`config.mk`:
```
export PLATFORM = sky130hd
export DESIGN_NAME = paint_arbiter
export DESIGN_NICKNAME = d
export VERILOG_FILES = /design/src/rtl/paint_pkg.sv /design/src/rtl/rr_arbiter.sv /design/src/rtl/paint_arbiter.sv
export SDC_FILE = /design/constraint.sdc
export NUM_CORES = 1
export LEC_CHECK = 0
export ABC_AREA = 1
export CAP_MARGIN = 30
export CORE_ASPECT_RATIO = 1.75
export CORE_MARGIN = 3
export CORE_UTILIZATION = 35
export CTS_CLUSTER_DIAMETER = 120
export CTS_CLUSTER_SIZE = 28
export DETAILED_ROUTE_END_ITERATION = 10
export PLACE_DENSITY_LB_ADDON = 0.3
export SKIP_LAST_GASP = 1
export SYNTH_ARGS = -nofsm -noshare
export SYNTH_HDL_FRONTEND = slang
export SYNTH_HIERARCHICAL = 1
export SYNTH_SLANG_ARGS = --single-unit
```
`constraint.sdc`:
```
create_clock -name clk_in -period 3.8 [get_ports clk_in]
set_input_delay 0.76 -clock clk_in [delete_from_list [all_inputs] [get_ports clk_in]]
set_output_delay 0.76 -clock clk_in [all_outputs]
set_load 0.005 [all_outputs]
```
`src/rtl/paint_pkg.sv`:
```
// Shared types and default widths for the circle-painter arbiter and its requesters.
package paint_pkg;

  localparam int unsigned DEF_HCOUNT_W = 11;
  localparam int unsigned DEF_VCOUNT_W = 10;
  localparam int unsigned DEF_RADIUS_W = 17;

  typedef enum logic [1:0] {
    IDLE,
    ISSUE,
    WAIT_BUSY,
    WAIT_DONE
  } arb_state_t;

  typedef struct packed {
    logic [DEF_HCOUNT_W-1:0] hcount;
    logic [DEF_VCOUNT_W-1:0] vcount;
    logic [DEF_RADIUS_W-1:0] radius;
  } paint_job_t;

endpackage

```
`src/rtl/rr_arbiter.sv`:
```
// Combinational round-robin picker: the first requester above last_grant, wrapping, wins.
module rr_arbiter #(
  parameter int unsigned NumReq = 4,
  localparam int unsigned IdxW = $clog2(NumReq)
) (
  input  logic [NumReq-1:0] req,
  input  logic [IdxW-1:0]   last_grant,
  output logic [NumReq-1:0] grant,
  output logic [IdxW-1:0]   grant_idx
);

  logic            found;
  logic [IdxW-1:0] cand;

  always_comb begin
    grant     = '0;
    grant_idx = '0;
    found     = 1'b0;
    cand      = '0;
    for (int unsigned k = 1; k <= NumReq; k++) begin
      cand = IdxW'((32'(last_grant) + k) % NumReq);
      if (!found && req[cand]) begin
        found       = 1'b1;
        grant_idx   = cand;
        grant[cand] = 1'b1;
      end
    end
  end

endmodule

```
`src/rtl/paint_arbiter.sv`:
```
// Round-robin scheduler sharing one circle painter among NUM_REQ draw requesters.
// Define PAINT_ARBITER_STATS_EN to add issued/dropped/clamped job counters.
module paint_arbiter
  import paint_pkg::*;
#(
  parameter int unsigned NUM_REQ    = 4,
  parameter int unsigned HCOUNT_W   = DEF_HCOUNT_W,
  parameter int unsigned VCOUNT_W   = DEF_VCOUNT_W,
  parameter int unsigned RADIUS_W   = DEF_RADIUS_W,
  parameter int unsigned MAX_RADIUS = 64,
  localparam int unsigned IdW = $clog2(NUM_REQ)
) (
  input  logic                         clk_in,
  input  logic                         rst_n_in,
  input  logic [NUM_REQ-1:0]           req_valid_in,
  input  logic [NUM_REQ*HCOUNT_W-1:0]  req_hcount_in,
  input  logic [NUM_REQ*VCOUNT_W-1:0]  req_vcount_in,
  input  logic [NUM_REQ*RADIUS_W-1:0]  req_radius_in,
  output logic [NUM_REQ-1:0]           req_ready_out,
  input  logic                         hold_in,
  input  logic                         painter_ready_in,
  output logic                         painter_valid_out,
  output logic [HCOUNT_W-1:0]          painter_hcount_out,
  output logic [VCOUNT_W-1:0]          painter_vcount_out,
  output logic [RADIUS_W-1:0]          painter_radius_out,
  output logic [IdW-1:0]               grant_id_out,
  output logic                         busy_out
`ifdef PAINT_ARBITER_STATS_EN
  ,
  output logic [15:0]                  jobs_issued_out,
  output logic [15:0]                  jobs_dropped_out,
  output logic [15:0]                  jobs_clamped_out
`endif
);

  arb_state_t          state_q, state_d;
  logic [IdW-1:0]      last_grant_q;
  logic [NUM_REQ-1:0]  win_onehot;
  logic [IdW-1:0]      win_idx;
  logic                accept, drop, clamp;
  logic [HCOUNT_W-1:0] sel_hcount;
  logic [VCOUNT_W-1:0] sel_vcount;
  logic [RADIUS_W-1:0] sel_radius;

  rr_arbiter #(
    .NumReq(NUM_REQ)
  ) u_rr_arbiter (
    .req       (req_valid_in),
    .last_grant(last_grant_q),
    .grant     (win_onehot),
    .grant_idx (win_idx)
  );

  assign accept        = (state_q == IDLE) && !hold_in && painter_ready_in && (|req_valid_in);
  assign req_ready_out = accept ? win_onehot : '0;

  always_comb begin
    sel_hcount = '0;
    sel_vcount = '0;
    sel_radius = '0;
    for (int unsigned i = 0; i < NUM_REQ; i++) begin
      if (win_idx == IdW'(i)) begin
        sel_hcount = req_hcount_in[i*HCOUNT_W +: HCOUNT_W];
        sel_vcount = req_vcount_in[i*VCOUNT_W +: VCOUNT_W];
        sel_radius = req_radius_in[i*RADIUS_W +: RADIUS_W];
      end
    end
  end

  assign drop  = (sel_radius == '0);
  assign clamp = (sel_radius > RADIUS_W'(MAX_RADIUS));

  always_comb begin
    state_d = state_q;
    case (state_q)
      IDLE:      if (accept && !drop) state_d = ISSUE;
      ISSUE:     state_d = WAIT_BUSY;
      // The painter drops ready at least one cycle per job, so wait for that first.
      WAIT_BUSY: if (!painter_ready_in) state_d = WAIT_DONE;
      WAIT_DONE: if (painter_ready_in) state_d = IDLE;
      default:   state_d = IDLE;
    endcase
  end

  always_ff @(posedge clk_in or negedge rst_n_in) begin
    if (!rst_n_in) begin
      state_q            <= IDLE;
      last_grant_q       <= IdW'(NUM_REQ - 1);
      painter_hcount_out <= '0;
      painter_vcount_out <= '0;
      painter_radius_out <= '0;
      grant_id_out       <= '0;
    end else begin
      state_q <= state_d;
      if (accept) begin
        last_grant_q <= win_idx;
        // Zero-radius jobs are consumed without disturbing the in-flight payload.
        if (!drop) begin
          painter_hcount_out <= sel_hcount;
          painter_vcount_out <= sel_vcount;
          painter_radius_out <= clamp ? RADIUS_W'(MAX_RADIUS) : sel_radius;
          grant_id_out       <= win_idx;
        end
      end
    end
  end

  assign painter_valid_out = (state_q == ISSUE);
  assign busy_out          = (state_q != IDLE);

`ifdef PAINT_ARBITER_STATS_EN
  always_ff @(posedge clk_in or negedge rst_n_in) begin
    if (!rst_n_in) begin
      jobs_issued_out  <= '0;
      jobs_dropped_out <= '0;
      jobs_clamped_out <= '0;
    end else begin
      if (state_q == ISSUE) jobs_issued_out <= jobs_issued_out + 16'd1;
      if (accept && drop) jobs_dropped_out <= jobs_dropped_out + 16'd1;
      if (accept && !drop && clamp) jobs_clamped_out <= jobs_clamped_out + 16'd1;
    end
  end
`endif

endmodule

```
Word level (Yosys, flattened, before mapping):

Cells that the tools add are included.

* output and inout bits: 46
* bits in latches: 0
* bits in read-only memories: 0
* register bits after elaboration: 44
* memories: 0
* bits in writable memories: 0
* word-level logic and storage cells: 100
* input bits: 160

* reduce and logical (&&, ||, !) cells: 23
* div/mod/pow operators: 0
* multiply operators: 0
* add/sub/neg operators: 4
* bitwise operators: 4
* eq/ne operators: 9
* shifts and indexed selects: 0
* mux-type cells: 45
* magnitude comparators: 9

Operators by type and width (count)
* 2-to-1 mux 17 bit: 5
* 2-to-1 mux 11 bit: 4
* 2-to-1 mux 10 bit: 4
* 2-to-1 mux 4 bit: 5
* > comparator 17 x 7 -> 1 bit (second input constant): 1
* logical NOT 17 bit: 1
* 2-to-1 mux 2 bit: 7
* less-than comparator 2 x 3 -> 1 bit (second input constant): 4
* OR 4 bit: 3
* logical AND 1 bit: 11
* 2-to-1 mux 1 bit: 11
* binary-select mux 1 bit (select 2 bit): 4
* demux 1 bit (select 2 bit): 4
* == test 2 bit (second input constant): 4
* >= comparator 2 x 1 -> 1 bit (second input constant): 4
* case mux 2 bit (4 select lines): 1
* logical NOT 1 bit: 5
* adder 2 x 1 -> 2 bit (second input constant): 2
* adder 2 bit (second input constant): 2
* == test 2 x 1 -> 1 bit (second input constant): 2
* logical NOT 2 bit: 2
* != test 2 bit (second input constant): 2
* OR reduction 4 bit: 1
* AND reduction 3 bit: 1
* other kinds (4): 4

Longest topological paths before layout:

Gate-level depths: netlist of run 1.

* depth in word-level cells: 23
* depth in mapped cells: 24
* gate-level depth less buffers: 22

By module:

Netlist of run 1, hierarchy kept.

Modules (own cells, without submodules)
* paint_arbiter: area an instance 2777.7 um^2, instances 1, cells an instance 400, seq. area each 1103.6 um^2
* rr_arbiter: area an instance 474.2 um^2, instances 1, cells an instance 75, seq. area each 0.0 um^2

Worst setup path before layout of run 1:

Ideal clock, no wire load.

* path type: flip-flop to flip-flop
* start: register last_grant_q[0]
* end: register painter_hcount_out[0]
* library setup time: 128 ps
* buffers on the path: 3
* arrival: 2950 ps
* stages on the path, launching flop included: 20
* data required time: 3672 ps
* clock period less this slack: 3078 ps
* path slack: 722 ps
* cells stage by stage: dfstp_2 inv_2 ha_1 inv_1 nand2_4 nand2_4 clkinv_4 nand3_1 nand3_1 buf_4 buf_6 nand3_1 nand4_1 nor2_1 nand2_1 nor2_1 nand2_2 nand2_4 buf_2 o21ai_1

* longest elaborated chain between the ends: 21
* elaborated cells on any way between the ends: 40
* those cells by class: 4 x add/sub; 3 x eq/ne; 23 x mux; 1 x bitwise; 9 x reduce/logical

Ends and longest elaborated chain
* from (decl): line paint_arbiter.sv:37 `logic [IdW-1:0] last_grant_q;`
* from (signal assigned): line paint_arbiter.sv:88 `last_grant_q <= IdW'(NUM_REQ - 1);`
* from (signal assigned): line paint_arbiter.sv:96 `last_grant_q <= win_idx;`
* adder 2 x 1 -> 2 bit: line rr_arbiter.sv:21 `cand = IdxW'((32'(last_grant) + k) % NumReq);`
* binary-select mux 1 bit (select 2 bit): line rr_arbiter.sv:22 `if (!found && req[cand]) begin`
* 2-to-1 mux 1 bit (implied by the code): line rr_arbiter.sv:22
* 2-to-1 mux 1 bit: line rr_arbiter.sv:22
* logical NOT 1 bit: line rr_arbiter.sv:22
* logical AND 1 bit: line rr_arbiter.sv:22
* 2-to-1 mux 1 bit: line rr_arbiter.sv:22
* logical NOT 1 bit: line rr_arbiter.sv:22
* [... 3 more ...]
* logical AND 1 bit: line rr_arbiter.sv:22
* 2-to-1 mux 2 bit *: line rr_arbiter.sv:22
* via win_idx[1]: line paint_arbiter.sv:39 `logic [IdW-1:0] win_idx;`
* logical NOT 2 bit: line paint_arbiter.sv:62 `if (win_idx == IdW'(i)) begin`
* 2-to-1 mux 17 bit (4 in series): line paint_arbiter.sv:62
* logical NOT 17 bit: line paint_arbiter.sv:70 `assign drop = (sel_radius == '0);`
* NOT 1 bit (no line)
* AND reduction 2 bit (no line)
* to (signal assigned): line paint_arbiter.sv:99 `painter_hcount_out <= sel_hcount;`
* to (decl): line paint_arbiter.sv:23 `output logic [HCOUNT_W-1:0] painter_hcount_out,`

The timed path passes the listed nets; every way through them passes the cells marked *. The select of a mux whose other input is x is not followed.
A chain may end at the register's enable or synchronous reset.

Worst setup path after layout of run 1:

* start: register last_grant_q[1]
* end: output port req_ready_out[0]

* longest elaborated chain between the ends: 14
* elaborated cells on any way between the ends: 49
* those cells by class: 4 x add/sub; 8 x order compare; 24 x mux; 3 x bitwise; 10 x reduce/logical

Ends and longest elaborated chain
* branches (longest 12 deep; another with less-than comparator 2 x 3 -> 1 bit)
* 2-to-1 mux 4 bit *: line rr_arbiter.sv:22
* via win_onehot[0]: line paint_arbiter.sv:38 `logic [NUM_REQ-1:0] win_onehot;`
* 2-to-1 mux 4 bit *: line paint_arbiter.sv:55 `assign req_ready_out = accept ? win_onehot : '0;`
* to (decl): line paint_arbiter.sv:19 `output logic [NUM_REQ-1:0] req_ready_out,`

Mark *: on every way through the listed nets, which the timed path passes. The select of a mux whose other input is x is not followed.

==> results of run 1 <==
-- flip-flops by register name, summed over array words and instances, names as in the netlist --
register,flops
state_q,2
last_grant_q,2
grant_id_out,2
painter_vcount_out,10
painter_hcount_out,11
painter_radius_out,17
-- metrics by stage --
| step | std cells | util (%) | cell area, um2 | total power, mW | setup WS, ns |
|---|---|---|---|---|---|
| 4_1_cts | 793 | 63.2 | 5590 | 4.51 | 0.233 |
| 3_5_place_dp | 785 | 61.2 | 5410 | 4.00 | 0.103 |
| 6_report | 799 | 64.0 | 5660 | 4.58 | 0.334 |
| 5_1_grt | 799 | 64.0 | 5660 | 5.02 | 0.0709 |
| 2_1_floorplan | 475 | - | 3250 | 2.97 | 0.722 |
| 3_3_place_gp | 785 | 61.2 | 5410 | 3.91 | 0.153 |
-- cells in the mapped netlist (all sizes together) --
master / number / area share (%)
nand2: 184 / 23
nand3: 56 / 9.2
dfrtp: 42 / 32
inv: 38 / 4.4
nor2: 36 / 5.8
o21ai: 31 / 4.8
a21oi: 18 / 2.9
buf: 15 / 3.0
nand4: 14 / 2.7
ha: 13 / 5.0
a221oi: 9 / 2.4
clkbuf: 7 / 0.81
a21boi: 4 / 0.92
dfstp: 2 / 1.6
a31oi: 1 / 0.19
a41oi: 1 / 0.27
clkinv: 1 / 0.27
mux2i: 1 / 0.31
nand3b: 1 / 0.23
or2: 1 / 0.19
-- critical path, delay by kind of cell (launching register included) --
family | cells | cell delay, ns
adder cells (fa/ha/maj) | 1 | 0.34
flip-flops | 1 | 0.60
buffers and inverters | 4 | 0.87
AND/OR/NAND/NOR | 3 | 0.27
AO/OA/AOI/OAI | 2 | 0.36
-- power by group --
part           total, mW  switching [mW]  internal (mW)
combinational       3.37            2.03           1.34
sequential         0.703          0.0911          0.612
clock              0.502           0.173          0.329
total               4.58            2.29           2.28
-- worst max-delay path by stage --
| stage | from | to | slack [ns] | depth (start not counted) |
|---|---|---|---|---|
| finish | last_grant_q[1]$_DFFE_PN1P_ | req_ready_out[0] | 0.33 | 10 |
| global route | last_grant_q[1]$_DFFE_PN1P_ | painter_hcount_out[5]$_DFFE_PN0P_ | 0.07 | 21 |
| CTS | last_grant_q[0]$_DFFE_PN1P_ | req_ready_out[0] | 0.23 | 10 |
| detailed placement | req_valid_in[2] | painter_hcount_out[5]$_DFFE_PN0P_ | 0.10 | 21 |
| global placement | req_valid_in[2] | painter_radius_out[4]$_DFFE_PN0P_ | 0.15 | 20 |
| floorplan | last_grant_q[0]$_DFFE_PN1P_ | painter_hcount_out[0]$_DFFE_PN0P_ | 0.72 | 19 |
-- layer usage --
| metal | up-vias | global-route usage, % | part of all wire [%] |
|---|---|---|---|
| met5 | - | 0 | 0 |
| met4 | 0 | 8.41 | 2.8 |
| met3 | 20 | 3.11 | 5.0 |
| met2 | 149 | 41.4 | 57 |
| met1 | 1753 | 24.0 | 35 |
| li1 | 1969 | - | - |
-- kinds of logic (layout without fill, tap and decap cells) --
| logic type | after synthesis | count (layout) | synth area share, % |
|---|---|---|---|
| mux | 1 | 1 | 0.308 |
| flops | 44 | 44 | 33.9 |
| buf+inv | 61 | 268 | 8.46 |
| compound gates | 64 | 64 | 11.5 |
| fa+ha+maj | 13 | 13 | 5.00 |
| simple gates | 292 | 292 | 40.8 |
-- area by class of cell --
| type | count | area, um2 |
|---|---|---|
| Fill cell | 795 | 3180 |
| Multi-Input combinational cell | 370 | 1880 |
| Clock buffer | 6 | 139 |
| Tap cell | 117 | 146 |
| Clock inverter | 2 | 38.8 |
| Sequential cell | 44 | 1100 |
| Timing Repair Buffer | 221 | 2200 |
| Inverter | 39 | 155 |
-- repair_timing --
item | CTS | global route
endpoints found under the hold margin | 0 | 0
resized for setup | 0 | 5
setup buffers | 0 | 5
endpoints found under the setup margin | 0 | 32
==> summary.txt, run 1 <==
Outcome
  – Status: completed

Die
  – Core area: between 0.008 and 0.009 mm2
  – Die height: around 130 um
  – Num ports: 206
  – Die width: 78.9 um
  – Die area: 0.0105 mm2
  – Starting Density: 36.8%
  – Cell row count: 45

STA
  – FMAX: between 200 and 300 MHz
  – Final count of hold timing violations: 0
  – Hold_ws: around 0.27 ns
  – Finish-stage setup viols: 0
  – Min cycle time layout: 3.47 ns
  – Max-Slew Margin vs Limit: between 70% and 80%
  – Fin. max-slew vios: 0
  – Setup TNS: 0 ns
  – Final Cycle Share: 91.2%
  – Slew @ Worst Pin: ~0.4 ns
  – Clk_skew: approximately 0.0041 ns
  – RSZ-0062 raised after global routing: false

Logic synthesis
  – Post-synthesis sequential area ratio: 33.9%
  – Post-Syn Area: ~0.0033 mm2
  – Syn avg cell area: ~6.8 um2
  – Synth unique cells: 31
  – YS warnings: 6
  – Post-synthesis cell count: around 480
  – Post-synthesis register bit count: 44
  – Syn nets: ~650

Setup path
  – Worst Path Arrival: between 2 and 3 ns
  – R2R Setup Slk: around 0.38 ns
  – Critical Path RT: approximately 3.0 ns
  – Reg-to-reg startpoint: last_grant_q[1]$_DFFE_PN1P_
  – RR Endpoint: painter_hcount_out[5]$_DFFE_PN0P_
  – Reg2Reg Depth: 20
  – Critical Path End Type: output pin
  – CP Class: flip-flop to output pin
  – Critical path cell sequence: clkinvlp_4 > ha_1 > inv_1 > nand2_4 > a21boi_0 > a21oi_1 > nand3_1 > inv_1 > nor2_1 > clkdlybuf4s50_1
  – Crit-path max FO: 6
  – CP Launch Type: flip-flop
  – Most frequent CP cell: inv_1
  – Worst path slowest cell: dfstp_2
  – CP peak stage delay: approximately 0.60 ns

Placed design
  – Input/output buffers: about 200
  – Routability Congestion: 0.891
  – HPWL Detailed: 9.83 mm

Global route
  – Global-route wire length before repair: around 18 mm
  – Initial antenna violation count: 0
  – Largest net degree at the start of global routing: between 40 and 50
  – Vias in the first global route: 3818
  – GRT overflow: 0
  – GRT Util Overall: approximately 22%

Layout
  – Share of cells above drive strength 1: 10.1%
  – Final nets: 854
  – Syn-to-layout area delta: 74.0%
  – Commonest non-fill, non-tap cell in the layout: clkdlybuf4s50_1
  – Most frequent cells in the layout: clkdlybuf4s50_1, nand2_1, nand3_1, dfrtp_1, inv_1
  – ANT cells: 0

CTS
  – CTS Buf Count: 5
  – CTS H-tree depth: 2
  – Clock Tree Buf Depth: 2
  – Clk pin slew, worst setup/hold paths: 0.06 ns
  – CTS tree: yes
  – Skew-Pair Late Insertion Delay: 0.28 ns
  – Clock root cell: clkbuf_16
  – Post-CTS Hold Buffers: 0
  – Clk sinks: 44

Pwr
  – Max IR drop VDD: between 0.6 and 0.7 mV
  – Lkg Pwr: between 2 and 3 nW
  – Pwr dens: approximately 800 mW/mm2

Detailed routing
  – Vias: 3891
  – Aggregate routed wire length: roughly 12 mm
  – DRC Markers: 0
  – Post-route antenna net violation count: 0
  – Vias/cell: around 5
  – DR WL/cell: 14.7 um
  – Iter 0 DRT Violations: roughly 140
  – Pre-antenna DRT Iters: 6

Run
  – Max cap viols: 0

Hold path
  – HP Class: input port to async pin
Power figures use the tool's default switching activity.
==> inputs of run 2 (changes only) <==
- CORE_UTILIZATION: 35 -> 34
- clock period: 3.8 -> 3.05 ns (I/O delays scaled with it)
==> summary.txt, run 2 (synthesized netlist as in run 1, its figures left out) <==
Outcome
  – Status: complete, but fails checks
  – Failing checks: setup timing

Layout
  – Share of cells above drive strength 1: 19.4%
  – Most frequent cells in the layout: clkdlybuf4s50_1, nand2_1, nand3_1, buf_4, dfrtp_1
  – Area of the multi-input gates: 0.00203 mm2
  – Max reg flops: 17
  – Commonest non-fill, non-tap cell in the layout: clkdlybuf4s50_1
  – Register Area: 0.00110 mm2
  – Final nets: 905
  – ANT cells: 0
  – Top reg by flops: painter_radius_out
  – Largest regs: painter_radius_out (17), painter_hcount_out (11), painter_vcount_out (10)
  – Finished Layout Cells: between 800 and 900
  – Syn-to-layout area delta: 94.3%
  – Fillers: between 700 and 800

Setup path
  – Critical path cell sequence: buf_8 > buf_4 > nand2_2 > nand2_2 > nor2_1 > a31oi_2 > nand3_4 > buf_6 > nor2_4 > buf_4 > nand2_1 > nand4_1 > nor2_1 > nand2_1 > nor2_2 > nand2_2 > nand2_8 > buf_6 > nor2_4 > nand2_1 > nand2_1
  – Critical Path End Type: flip-flop
  – Most frequent CP cell: nand2_1
  – Critical Path RT: 3.27 ns
  – RR Endpoint: painter_radius_out[3]$_DFFE_PN0P_
  – CP bufs+invs: 5
  – Crit path to: painter_radius_out[3]$_DFFE_PN0P_
  – CP startpoint: last_grant_q[0]$_DFFE_PN1P_
  – CP Class: flip-flop to flip-flop
  – Worst path slowest cell: dfstp_2
  – Worst Path Arrival: approximately 3.3 ns
  – CP peak stage delay: 0.57 ns
  – CP Launch Type: flip-flop
  – Levels on crit path: 21
  – CP delay by family, top: simple AND/OR/NAND/NOR gates
  – R2R Setup Slk: -0.07 ns
  – Reg2Reg Depth: 21
  – Reg-to-reg startpoint: last_grant_q[0]$_DFFE_PN1P_
  – Crit-path max FO: 10

CTS
  – Clock root cell: clkbuf_16
  – CTS H-tree depth: 2
  – Skew-Pair Late Insertion Delay: 0.28 ns
  – Clk sinks: 44
  – Clk pin slew, worst setup/hold paths: about 0.060 ns
  – CTS Buf Count: 5
  – CTS tree: yes
  – Clock Tree Buf Depth: 2

STA
  – Slew @ Worst Pin: between 0.3 and 0.4 ns
  – Min cycle time layout: ~3.1 ns
  – Final worst setup slack: -0.0732 ns
  – RSZ-0062 raised after global routing: true
  – Finish-stage setup viols: 12
  – Final Cycle Share: 102%
  – Fin. max-slew vios: 0
  – Clk_skew: roughly 0.0052 ns
  – Final count of hold timing violations: 0
  – FMAX: 320 MHz
  – Hold_ws: roughly 0.12 ns
  – Max-Slew Margin vs Limit: 76.8%

Run
  – Max cap viols: 0

Global route
  – Initial antenna violation count: 0
  – Largest net degree at the start of global routing: 45
  – Vias in the first global route: 4273
  – Global-route wire length before repair: approximately 20 mm
  – GRT Util Overall: roughly a quarter
  – GRT overflow: 0

Placed design
  – Routability Congestion: slightly above 0.9
  – Dpl cells: slightly above 800
  – Place WS: -0.460 ns
  – Input/output buffers: 205
  – HPWL Detailed: roughly 10 mm

Die
  – Die area: approximately 0.011 mm2
  – Die width: 79.9 um
  – Die height: roughly 140 um
  – Core area: roughly 0.009 mm2
  – Starting Density: 35.3%
  – Cell row count: 46
  – Num ports: approximately 210

Detailed routing
  – Iter 0 DRT Violations: roughly 220
  – Post-route antenna net violation count: 0
  – Aggregate routed wire length: ~13 mm
  – DR WL/cell: 15.7 um
  – Vias/cell: between 4 and 5
  – Pre-antenna DRT Iters: 5
  – Vias: between 4000 and 5000
  – DRC Markers: 0

Pwr
  – Max IR drop VDD: roughly 0.95 mV
  – Lkg Pwr: around 2.9 nW
  – Pwr dens: about 1200 mW/mm2
  – Total power draw: roughly 7.5 mW

Hold path
  – HP Class: input port to async pin
==> run 2: worst min-delay path by stage <==
stage | from | slack [ns] | depth (start not counted) | endpoint
6_report | rst_n_in | 0.12 | 1 | painter_vcount_out[9]$_DFFE_PN0P_
2_1_floorplan | rst_n_in | 0.31 | 0 | grant_id_out[0]$_DFFE_PN0P_
4_1_cts | painter_radius_out[2]$_DFFE_PN0P_ | 0.49 | 2 | painter_radius_out[2]$_DFFE_PN0P_
3_5_place_dp | painter_radius_out[2]$_DFFE_PN0P_ | 0.47 | 2 | painter_radius_out[2]$_DFFE_PN0P_
5_1_grt | rst_n_in | 0.10 | 1 | painter_vcount_out[9]$_DFFE_PN0P_
3_3_place_gp | painter_radius_out[3]$_DFFE_PN0P_ | 0.47 | 2 | painter_radius_out[3]$_DFFE_PN0P_
==> run 2: worst reg2reg max path, delay by kind of cell (launching register included) <==
kind	cells	cell delay, ns
and+or+nand+nor	15	1.44
buffers and inverters	5	0.73
DFF	1	0.57
AOI/OAI and AO/OA	1	0.29
==> run 2: layout make-up <==
class | count | area share (%)
clock inverters | 2 | 0.554
well taps | 120 | 2.38
clock buffers | 6 | 2.04
inverters | 39 | 2.51
multi-input cells | 370 | 32.1
repair buffers | 272 | 42.9
flip-flops and latches | 44 | 17.5
==> run 2: layer usage <==
layer / up-vias / global-route usage (%) / share of wire, %
li1: 2072 / - / -
met1: 1967 / 25.7 / 35
met2: 192 / 42.4 / 54
met3: 31 / 4.53 / 6.3
met4: 0 / 9.59 / 3.9
met5: - / 0 / 0
==> run 2: report_power, final <==
part / switching [mW] / internal [mW] / leakage [nW]
Combinational: 3.21 / 2.85 / 2.21
Clock: 0.205 / 0.385 / 0.0808
Sequential: 0.105 / 0.762 / 0.571
Total: 3.52 / 3.99 / 2.86
==> run 2: through the flow <==
step / instance area [um2] / utilization [%] / setup TNS (ns)
after floorplan: 3260 / - / 0
after detailed placement: 5720 / 62.1 / -16.82
after global placement: 5720 / 62.1 / -14.20
after CTS: 6060 / 65.9 / -0.0627
final: 6320 / 68.6 / -0.387
after global routing: 6320 / 68.6 / -6.33
==> run 2: what timing repair did <==
item                       in CTS  in global routing
hold buffers                    0                  0
pin swaps                      11                 24
gates cloned                    1                  3
setup buffers                  10                 12
setup endpoints to repair      46                 43
gates resized for setup        27                 38
